===== src/rtl/oport_uart_tx_if.sv =====
`timescale 1ns/1ps
`default_nettype none
// ============================================================================
// Module   : oport_uart_tx_if
// Brief    : Byte-enqueue and serial-status bundle for the output-port UART.
// Revision : 1.0
// ============================================================================
interface oport_uart_tx_if #(
    parameter int FIFO_DEPTH = 4
) ();
    localparam int c_count_w = $clog2(FIFO_DEPTH) + 1;

    logic [7:0]           data;
    logic                 wr_en;
    logic                 tx;
    logic                 busy;
    logic                 empty;
    logic                 full;
    logic [c_count_w-1:0] count;
    logic                 overflow;

    modport master (
        output data, wr_en,
        input  tx, busy, empty, full, count, overflow
    );

    modport slave (
        input  data, wr_en,
        output tx, busy, empty, full, count, overflow
    );
endinterface
`default_nettype wire


===== src/rtl/oport_uart_tx.sv =====
`timescale 1ns/1ps
`default_nettype none
// ============================================================================
// Module   : oport_uart_tx
// Brief    : Queues CPU output-port bytes in a small FIFO and sends them as
//            back-to-back 8N1 UART frames.
// Revision : 1.0
// ============================================================================
module oport_uart_tx #(
    parameter int CLKS_PER_BIT = 16,
    parameter int FIFO_DEPTH   = 4
) (
    input wire logic       clk,
    input wire logic       rst,
    oport_uart_tx_if.slave bus
);
    localparam int c_ptr_w   = $clog2(FIFO_DEPTH);
    localparam int c_count_w = c_ptr_w + 1;
    localparam int c_baud_w  = $clog2(CLKS_PER_BIT);

    localparam logic [c_count_w-1:0] c_depth     = c_count_w'(FIFO_DEPTH);
    localparam logic [c_baud_w-1:0]  c_baud_last = c_baud_w'(CLKS_PER_BIT - 1);

    localparam logic [1:0] c_idle  = 2'd0;
    localparam logic [1:0] c_start = 2'd1;
    localparam logic [1:0] c_data  = 2'd2;
    localparam logic [1:0] c_stop  = 2'd3;

    logic [7:0]           r_mem [FIFO_DEPTH];
    logic [c_ptr_w-1:0]   r_wr_ptr;
    logic [c_ptr_w-1:0]   r_rd_ptr;
    logic [c_count_w-1:0] r_count;
    logic                 r_overflow;

    logic [1:0]           r_state;
    logic [c_baud_w-1:0]  r_baud;
    logic [2:0]           r_bit;
    logic [7:0]           r_shift;
    logic                 r_tx;

    logic                 w_full;
    logic                 w_empty;
    logic                 w_push;
    logic                 w_pop;
    logic                 w_bit_end;

    assign w_full    = (r_count == c_depth);
    assign w_empty   = (r_count == '0);
    assign w_push    = bus.wr_en & ~w_full;
    assign w_bit_end = (r_baud == c_baud_last);
    // Pop from IDLE, or at the last STOP cycle so frames run with no idle gap
    assign w_pop     = ~w_empty & ((r_state == c_idle) ||
                                   ((r_state == c_stop) && w_bit_end));

    always_ff @(posedge clk) begin
        if (w_push) begin
            r_mem[r_wr_ptr] <= bus.data;
        end
    end

    always_ff @(posedge clk or posedge rst) begin
        if (rst) begin
            r_wr_ptr   <= '0;
            r_rd_ptr   <= '0;
            r_count    <= '0;
            r_overflow <= 1'b0;
        end else begin
            if (w_push) begin
                r_wr_ptr <= r_wr_ptr + c_ptr_w'(1);
            end
            if (w_pop) begin
                r_rd_ptr <= r_rd_ptr + c_ptr_w'(1);
            end
            // A write seen while full is lost even if a pop frees a slot now
            if (bus.wr_en && w_full) begin
                r_overflow <= 1'b1;
            end
            case ({w_push, w_pop})
                2'b10:   r_count <= r_count + c_count_w'(1);
                2'b01:   r_count <= r_count - c_count_w'(1);
                default: r_count <= r_count;
            endcase
        end
    end

    always_ff @(posedge clk or posedge rst) begin
        if (rst) begin
            r_state <= c_idle;
            r_baud  <= '0;
            r_bit   <= '0;
            r_shift <= '0;
            r_tx    <= 1'b1;
        end else begin
            case (r_state)
                c_idle: begin
                    r_tx <= 1'b1;
                    if (w_pop) begin
                        r_shift <= r_mem[r_rd_ptr];
                        r_state <= c_start;
                        r_tx    <= 1'b0;
                        r_baud  <= '0;
                    end
                end
                c_start: begin
                    if (w_bit_end) begin
                        r_state <= c_data;
                        r_tx    <= r_shift[0];
                        r_bit   <= '0;
                        r_baud  <= '0;
                    end else begin
                        r_baud <= r_baud + c_baud_w'(1);
                    end
                end
                c_data: begin
                    if (w_bit_end) begin
                        r_baud <= '0;
                        if (r_bit == 3'd7) begin
                            r_state <= c_stop;
                            r_tx    <= 1'b1;
                        end else begin
                            r_shift <= {1'b0, r_shift[7:1]};
                            r_tx    <= r_shift[1];
                            r_bit   <= r_bit + 3'd1;
                        end
                    end else begin
                        r_baud <= r_baud + c_baud_w'(1);
                    end
                end
                c_stop: begin
                    if (w_bit_end) begin
                        r_baud <= '0;
                        if (w_pop) begin
                            r_shift <= r_mem[r_rd_ptr];
                            r_state <= c_start;
                            r_tx    <= 1'b0;
                        end else begin
                            r_state <= c_idle;
                        end
                    end else begin
                        r_baud <= r_baud + c_baud_w'(1);
                    end
                end
                default: begin
                    r_state <= c_idle;
                    r_baud  <= '0;
                    r_tx    <= 1'b1;
                end
            endcase
        end
    end

    assign bus.tx       = r_tx;
    assign bus.busy     = (r_state != c_idle);
    assign bus.empty    = w_empty;
    assign bus.full     = w_full;
    assign bus.count    = r_count;
    assign bus.overflow = r_overflow;
endmodule
`default_nettype wire


===== src/flat_wrapper.sv =====
// flat-port wrapper written by rule: the top's interface ports become plain ports
module oport_uart_tx_flat 
#(
    parameter int CLKS_PER_BIT = 16,
    parameter int FIFO_DEPTH   = 4
)
  (clk, rst, bus_data, bus_wr_en, bus_tx, bus_busy, bus_empty, bus_full, bus_count, bus_overflow);
  oport_uart_tx_if #(.FIFO_DEPTH(FIFO_DEPTH)) bus_i ();
  input wire logic clk;
  input wire logic rst;
  input wire logic [$bits(bus_i.data)-1:0] bus_data;
  input wire logic [$bits(bus_i.wr_en)-1:0] bus_wr_en;
  output wire logic [$bits(bus_i.tx)-1:0] bus_tx;
  output wire logic [$bits(bus_i.busy)-1:0] bus_busy;
  output wire logic [$bits(bus_i.empty)-1:0] bus_empty;
  output wire logic [$bits(bus_i.full)-1:0] bus_full;
  output wire logic [$bits(bus_i.count)-1:0] bus_count;
  output wire logic [$bits(bus_i.overflow)-1:0] bus_overflow;
  assign bus_i.data = bus_data;
  assign bus_i.wr_en = bus_wr_en;
  assign bus_tx = bus_i.tx;
  assign bus_busy = bus_i.busy;
  assign bus_empty = bus_i.empty;
  assign bus_full = bus_i.full;
  assign bus_count = bus_i.count;
  assign bus_overflow = bus_i.overflow;
  oport_uart_tx #(.CLKS_PER_BIT(CLKS_PER_BIT), .FIFO_DEPTH(FIFO_DEPTH)) u_core (.clk(clk), .rst(rst), .bus(bus_i));
endmodule

===== config.mk =====
export PLATFORM = sky130hd
export DESIGN_NAME = oport_uart_tx_flat
export DESIGN_NICKNAME = d
export VERILOG_FILES = /design/src/rtl/oport_uart_tx_if.sv /design/src/rtl/oport_uart_tx.sv /design/src/flat_wrapper.sv
export SDC_FILE = /design/constraint.sdc
export NUM_CORES = 1
export LEC_CHECK = 0
export ABC_AREA = 1
export BUFFER_PORTS_ARGS = -buffer_cell sky130_fd_sc_hd__buf_2
export CORE_MARGIN = 2
export CORE_UTILIZATION = 35
export DETAILED_ROUTE_END_ITERATION = 8
export PLACE_DENSITY = 0.54
export RECOVER_POWER = 25
export SYNTH_ARGS = -nofsm -noshare
export SYNTH_HDL_FRONTEND = slang
export SYNTH_SLANG_ARGS = --single-unit

===== constraint.sdc =====
create_clock -name clk -period 2.66 [get_ports clk]
set_clock_uncertainty 0.1 [all_clocks]
set_input_delay 0.133 -clock clk [delete_from_list [all_inputs] [get_ports clk]]
set_output_delay 0.133 -clock clk [all_outputs]
set_load 0.01 [all_outputs]

==> results of run 1 <==
## final cells by class
type | count | area [um2]
Clock buffer | 9 | 123.9
Sequential cell | 58 | 1613
Clock inverter | 6 | 106.4
Timing Repair Buffer | 35 | 232.7
Inverter | 22 | 82.58
Tap cell | 102 | 127.6
Multi-Input combinational cell | 192 | 1025
Fill cell | 756 | 4377
## power by group
part / switching (uW) / internal, uW
Clock: 347 / 612
Sequential: 57.3 / 1100
Combinational: 232 / 145
Total: 637 / 1860
## worst max-delay path, stage by stage (launching register included)
cell	delay, ns
dfrtp_1	0.43
ha_1	0.27
nand4_1	0.15
a21oi_1	0.22
ha_1	0.18
inv_1	0.07
fa_1	0.37
a21oi_1	0.14
o21ai_0	0.11
xor2_1	0.15
## metal layers
metal  vias to the layer above  track usage
li1                        997            -
met1                       925       0.1843
met2                        17       0.2089
met3                         8      0.03417
met4                         0      0.06250
met5                         -            0
## metrics by stage
stage / hold WS [ns] / setup WS, ns / instances
after floorplan: 0.07228 / 0.4903 / 278
after global placement: 0.1153 / 0.4000 / 399
after detailed placement: 0.1137 / 0.3321 / 399
after CTS: 0.3073 / 0.3275 / 424
after global routing: 0.3434 / 0.09761 / 424
final: 0.3103 / 0.3515 / 424
## cells by family (layout without fill, tap and decap cells)
logic type,count (synthesis),after routing,share of synthesized area
fa+ha+maj,15,15,0.07078
buf+inv,28,72,0.04356
simple gates,148,148,0.2382
xor+xnor,5,5,0.01588
flops,58,58,0.5848
compound gates,24,24,0.04674
## worst min-delay path by stage
stage / slack (ns) / startpoint / endpoint / cells after the start
6_report: 0.31 / rst / u_core.bus.count[1] / 4
5_1_grt: 0.34 / rst / u_core.bus.count[0] / 4
4_1_cts: 0.31 / rst / u_core.r_wr_ptr[0] / 4
3_5_place_dp: 0.11 / rst / u_core.r_wr_ptr[0] / 3
3_3_place_gp: 0.12 / rst / u_core.r_wr_ptr[0] / 3
2_1_floorplan: 0.07 / rst / u_core.bus.count[0] / 1
## state kept, by name (all words and copies together) (netlist names)
register,count
u_core.r_mem,32
u_core.r_shift,8
u_core.r_baud,4
u_core.bus.count,3
u_core.r_bit,3
u_core.r_rd_ptr,2
u_core.r_state,2
u_core.r_wr_ptr,2
u_core.bus.overflow,1
u_core.bus.tx,1
## cell usage in the layout, fill, tap and decap left out, drive strengths merged
master       netlist  layout
a21oi             10      10
a31o               1       1
and3               1       1
buf                5      17
bufinv             0       3
clkbuf             1      17
clkinv             0       2
clkinvlp           0       1
dfrtp             25      25
dfstp              1       1
dlygate4sd3        0      10
edfxtp            32      32
fa                 1       1
ha                14      14
inv               22      22
nand2             97      97
nand3             36      36
nand4              1       1
nor2              12      12
o21a               1       1
o21ai             11      11
o31ai              1       1
or2                1       1
xnor2              1       1
xor2               4       4
==> metrics.txt, run 1 <==
status completed; met2 wire len 2446 um; fin area 3311 um2; number of remaining DRC errors 0; power per cell area 752.9 nW/um2; layout cells sized above 1 0.1335; Avg Synthesized Cell Area 9.920 um2; routed len/inst 12.45 um; global route overflow 0; Vias 1947; die width 92.77 um; Post-DRT Antenna Nets 0; Most used DFF post-synth edfxtp_1; CP endpoint u_core.bus.count[2]; most frequent cell after synthesis nand2_1; M1 WL 2612 um; Post-synth EDFFs 32; #FFs+latches synth 58; fraction of registers with async set/reset 0.4483; Distinct cells, synth 30; crit path DAT 2.42 ns; Leak Pwr 0.001465 uW; Slew Limit Fails 0; Synth top cells by count nand2_1 (93), nand3_1 (35), edfxtp_1 (32); CTS Sinks 58; crit path kind reg -> reg; first-pass GRT wire length 9128 um; Placer Congestion 0.7606; uppermost layer routed met4; Die ar. 8605 um2; Tcrit/Tclk final 0.8678; overall routing resource usage 0.1371; Setup Fix Bufs, Post-CTS 0; DP Area 2990 um2; initial antenna violation count 0; port bufs 18; vias in the first global route 1877; r2r setup slk 0.35 ns; Resized Gates After CTS 0; CP max FO 6; crit path launch u_core.r_state[0]; reg-to-reg startpoint u_core.r_state[0]; setup TNS 0 ns; Die Height 92.77 um; clock-pin slew on the worst setup and hold paths 0.07 ns; worst skew pair latency 0.33 ns; met3 wire len 112 um; number of diodes 0; CTS hold repair buffers 10; Yosys top cell area share 0.3485; HPWL reported at the end of detailed placement 3492 um; Worst Path Required 2.77 ns; DR vias/cell 4.592; synth warn 0; max cap viols 0; initial core utilization 0.3587; DRT Pass-1 Iters 4; total power 2493 uW; VDD IR max 0.0003894 V; count of final setup violators 0; minimum clock period after layout 2.308 ns; Gate Count Post-Synth 278; ranking of synthesized cells by area edfxtp_1 (35%), dfrtp_1 (23%), nand2_1 (13%); Mapped Nets 304; Max Root-Sink Buffers 2; CTS Root Cell clkbuf_8; Hold Vio Cnt, Final 0; worst hold path class in -> async; slew of the pin with the lowest slew margin 0.5421 ns; Final #Nets 344; core area 7687 um2; final wirelength 5279 um; H-tree depth 3; Max Clk Rate 433.2 MHz; Core Rows 32; sequential cell area fraction in the yosys report 0.5848; initial drt markers 78; mapped cell area 2758 um2; final core occ 0.4307; Reg2Reg Depth 9; largest net degree at the start of global routing 27; IO Pins 19; critical path capture point type register; Synth-to-Final Area Change 20.05%; Worst Setup Start Kind register; Worst slew margin 0.6386; RSZ-0062 raised after global routing no; reg-to-reg critical path endpoint u_core.bus.count[2]; CTS tree done; post-synth top area cell edfxtp_1; CTS buffer count 9
Note: power is estimated with default switching activity, not from simulation.
==> run 2, diff against run 1 <==
Clock period 2.66 ns to 2.75 ns, I/O delays scaled along.
==> run 2 against run 1 <==
Against the previous run: sequential power is 3% lower; register-to-register slack barely moved; highest routed layer unchanged; first-iteration DRC count is 59% higher; sequential cell count unchanged; worst hold slack better by 0.057 ns; cell count shrank 0.24%.
==> metrics.txt, run 2 (synthesis results as in run 1) <==
overall routing resource usage 0.1399 (+0.002729); final wirelength 5399 um (+2.3%); count of final setup violators 0 (unchanged); crit path kind reg -> reg; number of diodes 0 (unchanged); setup TNS 0 ns (unchanged); vias in the first global route 1848 (-1.5%); global route overflow 0 (unchanged); hold_ws 0.3674 ns (+0.05707 ns); Crit path max-delay family adder cells; HPWL reported at the end of detailed placement 3492 um (unchanged); Reg2Reg Depth 9 (unchanged); minimum clock period after layout 2.405 ns (+0.09656 ns); Slew Limit Fails 0 (unchanged); Biggest register u_core.r_mem; clock-pin slew on the worst setup and hold paths 0.07 ns (about the same); Crit. path cell count 9 (unchanged); number of flip-flops under the largest register name 32 (unchanged); layout cells sized above 1 0.1308 (-0.002699); Synth-to-Final Area Change 20.73%; slew of the pin with the lowest slew margin 1.012 ns (+0.4702 ns); HP Start u_core.bus.overflow; die width 92.77 um (unchanged); Largest regs u_core.r_mem (32), u_core.r_shift (8), u_core.r_baud (4); RSZ-0062 raised after global routing no; Vias 1936 (-0.56%); DRT Pass-1 Iters 4 (unchanged); Post-DRT Antenna Nets 0 (unchanged); worst hold path class reg -> reg; CP peak stage delay 0.43 ns (about the same); Buf/Inv on CP 1 (unchanged); Max Clk Rate 415.8 MHz (-4.0%); Worst slew margin 0.3244 (-0.3142); Hold Path Sink u_core.bus.overflow; Leak Pwr 0.001470 uW (+0.31%); power per cell area 766.0 nW/um2 (+1.7%); Die ar. 8605 um2 (unchanged); CP max FO 6 (unchanged); VDD IR max 0.0003956 V (+1.6%); initial drt markers 124 (+59%); Worst Path Required 2.87 ns (+0.10 ns); Worst Setup Start Kind register; initial core utilization 0.3587 (unchanged); most frequent cells in the layout nand2_1 (93), nand3_1 (35), edfxtp_1 (32), dfrtp_1 (25), inv_1 (20); status completed; first-pass GRT wire length 9135 um (about the same); CP max stage cell dfrtp_1; CTS Root Cell clkbuf_8; max cap viols 0 (unchanged); CTS Sinks 58 (unchanged); routed len/inst 12.76 um (+2.5%); Placer Congestion 0.7565 (-0.54%); r2r setup slk 0.34 ns (about the same); Hold Path Depth 1; Max Root-Sink Buffers 2 (unchanged); Die Height 92.77 um (unchanged); CTS buffer count 9 (unchanged); reg-to-reg startpoint u_core.r_state[0]; core area 7687 um2 (unchanged); crit path DAT 2.53 ns (+0.11 ns); largest net degree at the start of global routing 27 (unchanged); port bufs 18 (unchanged); Tcrit/Tclk final 0.8745 (+0.006711); initial antenna violation count 0 (unchanged); Core Rows 32 (unchanged); most common cell after layout, fill and taps aside nand2_1; Setup Fix Bufs, Post-CTS 0 (unchanged); IO Pins 19 (unchanged); worst skew pair latency 0.34 ns (about the same); CTS tree done; CP cell instances ha_1 > nand4_1 > a21oi_1 > ha_1 > inv_1 > fa_1 > a21oi_1 > o21ai_0 > xor2_1; DR vias/cell 4.577 (-0.33%); number of remaining DRC errors 0 (unchanged); critical path capture point type register; H-tree depth 3 (unchanged); Hold Vio Cnt, Final 0 (unchanged); filler instances 748 (-1.1%); Final #Nets 342 (-0.58%); reg-to-reg critical path endpoint u_core.bus.count[2]
[run 2: cell count changes in the layout (fill, tap and decap cells not counted)]
cell,previous run,this run
buf_4,7,5
clkinv_2,1,0
bufinv_16,3,4
inv_6,0,1
[run 2: repair_timing]
item	4_1_cts	5_1_grt
hold endpoints to repair	58	0
hold buffers	10	0
gates resized for setup	0	0
endpoints found under the setup margin	0	0
[run 2: power by group]
| part | leakage, uW | switching (uW) | internal [uW] | total [uW] |
|---|---|---|---|---|
| combinational | 0.000735 | 228 | 140 | 368 |
| sequential | 0.000607 | 55.6 | 1060 | 1120 |
| clock | 0.000127 | 372 | 693 | 1070 |
| total | 0.00147 | 655 | 1900 | 2550 |
[run 2: worst max-delay path by stage]
stage / start / end / slack, ns
after floorplan: u_core.r_state[1] / u_core.bus.count[2] / 0.58
after global placement: u_core.r_state[0] / u_core.bus.count[2] / 0.41
after detailed placement: u_core.r_state[0] / u_core.bus.count[2] / 0.32
after CTS: u_core.r_state[0] / u_core.bus.count[2] / 0.31
after global routing: u_core.r_state[0] / u_core.bus.count[2] / 0.07
final: u_core.r_state[0] / u_core.bus.count[2] / 0.34
[run 2: worst reg2reg max path: stages (launching register included)]
cell and delay [ns]:
dfrtp_1 0.43, ha_1 0.28, nand4_1 0.15, a21oi_1 0.28, ha_1 0.21, inv_1 0.07
fa_1 0.37, a21oi_1 0.14, o21ai_0 0.11, xor2_1 0.15
[run 2: metrics by stage]
step                  util  setup WS [ns]  area, um2  power [uW]  instances
finish              0.4331         0.3450       3329        2550        423
global route        0.4331        0.06872       3329        2673        423
CTS                 0.4344         0.3102       3339        2582        423
detailed placement  0.3870         0.3192       2975        1504        397
global placement    0.3870         0.4096       2975        1494        397
floorplan                -         0.5803       2758        1354        278
[run 2: final cells by class]
| class | count | area [um2] | share of cell area |
|---|---|---|---|
| clock buffer | 9 | 123.9 | 0.03720 |
| clock inverter | 7 | 140.1 | 0.04209 |
| inverter | 22 | 82.58 | 0.02480 |
| multi-input combinational | 192 | 1025 | 0.3078 |
| sequential | 58 | 1613 | 0.4844 |
| tap | 102 | 127.6 | 0.03833 |
| timing repair buffer | 33 | 217.7 | 0.06539 |
[run 2: routing by layer]
layer / share of wire / global-route usage
met4: 0.029 / 0.08456
met2: 0.43 / 0.2047
met5: 0 / 0
met3: 0.029 / 0.02929
met1: 0.51 / 0.1899
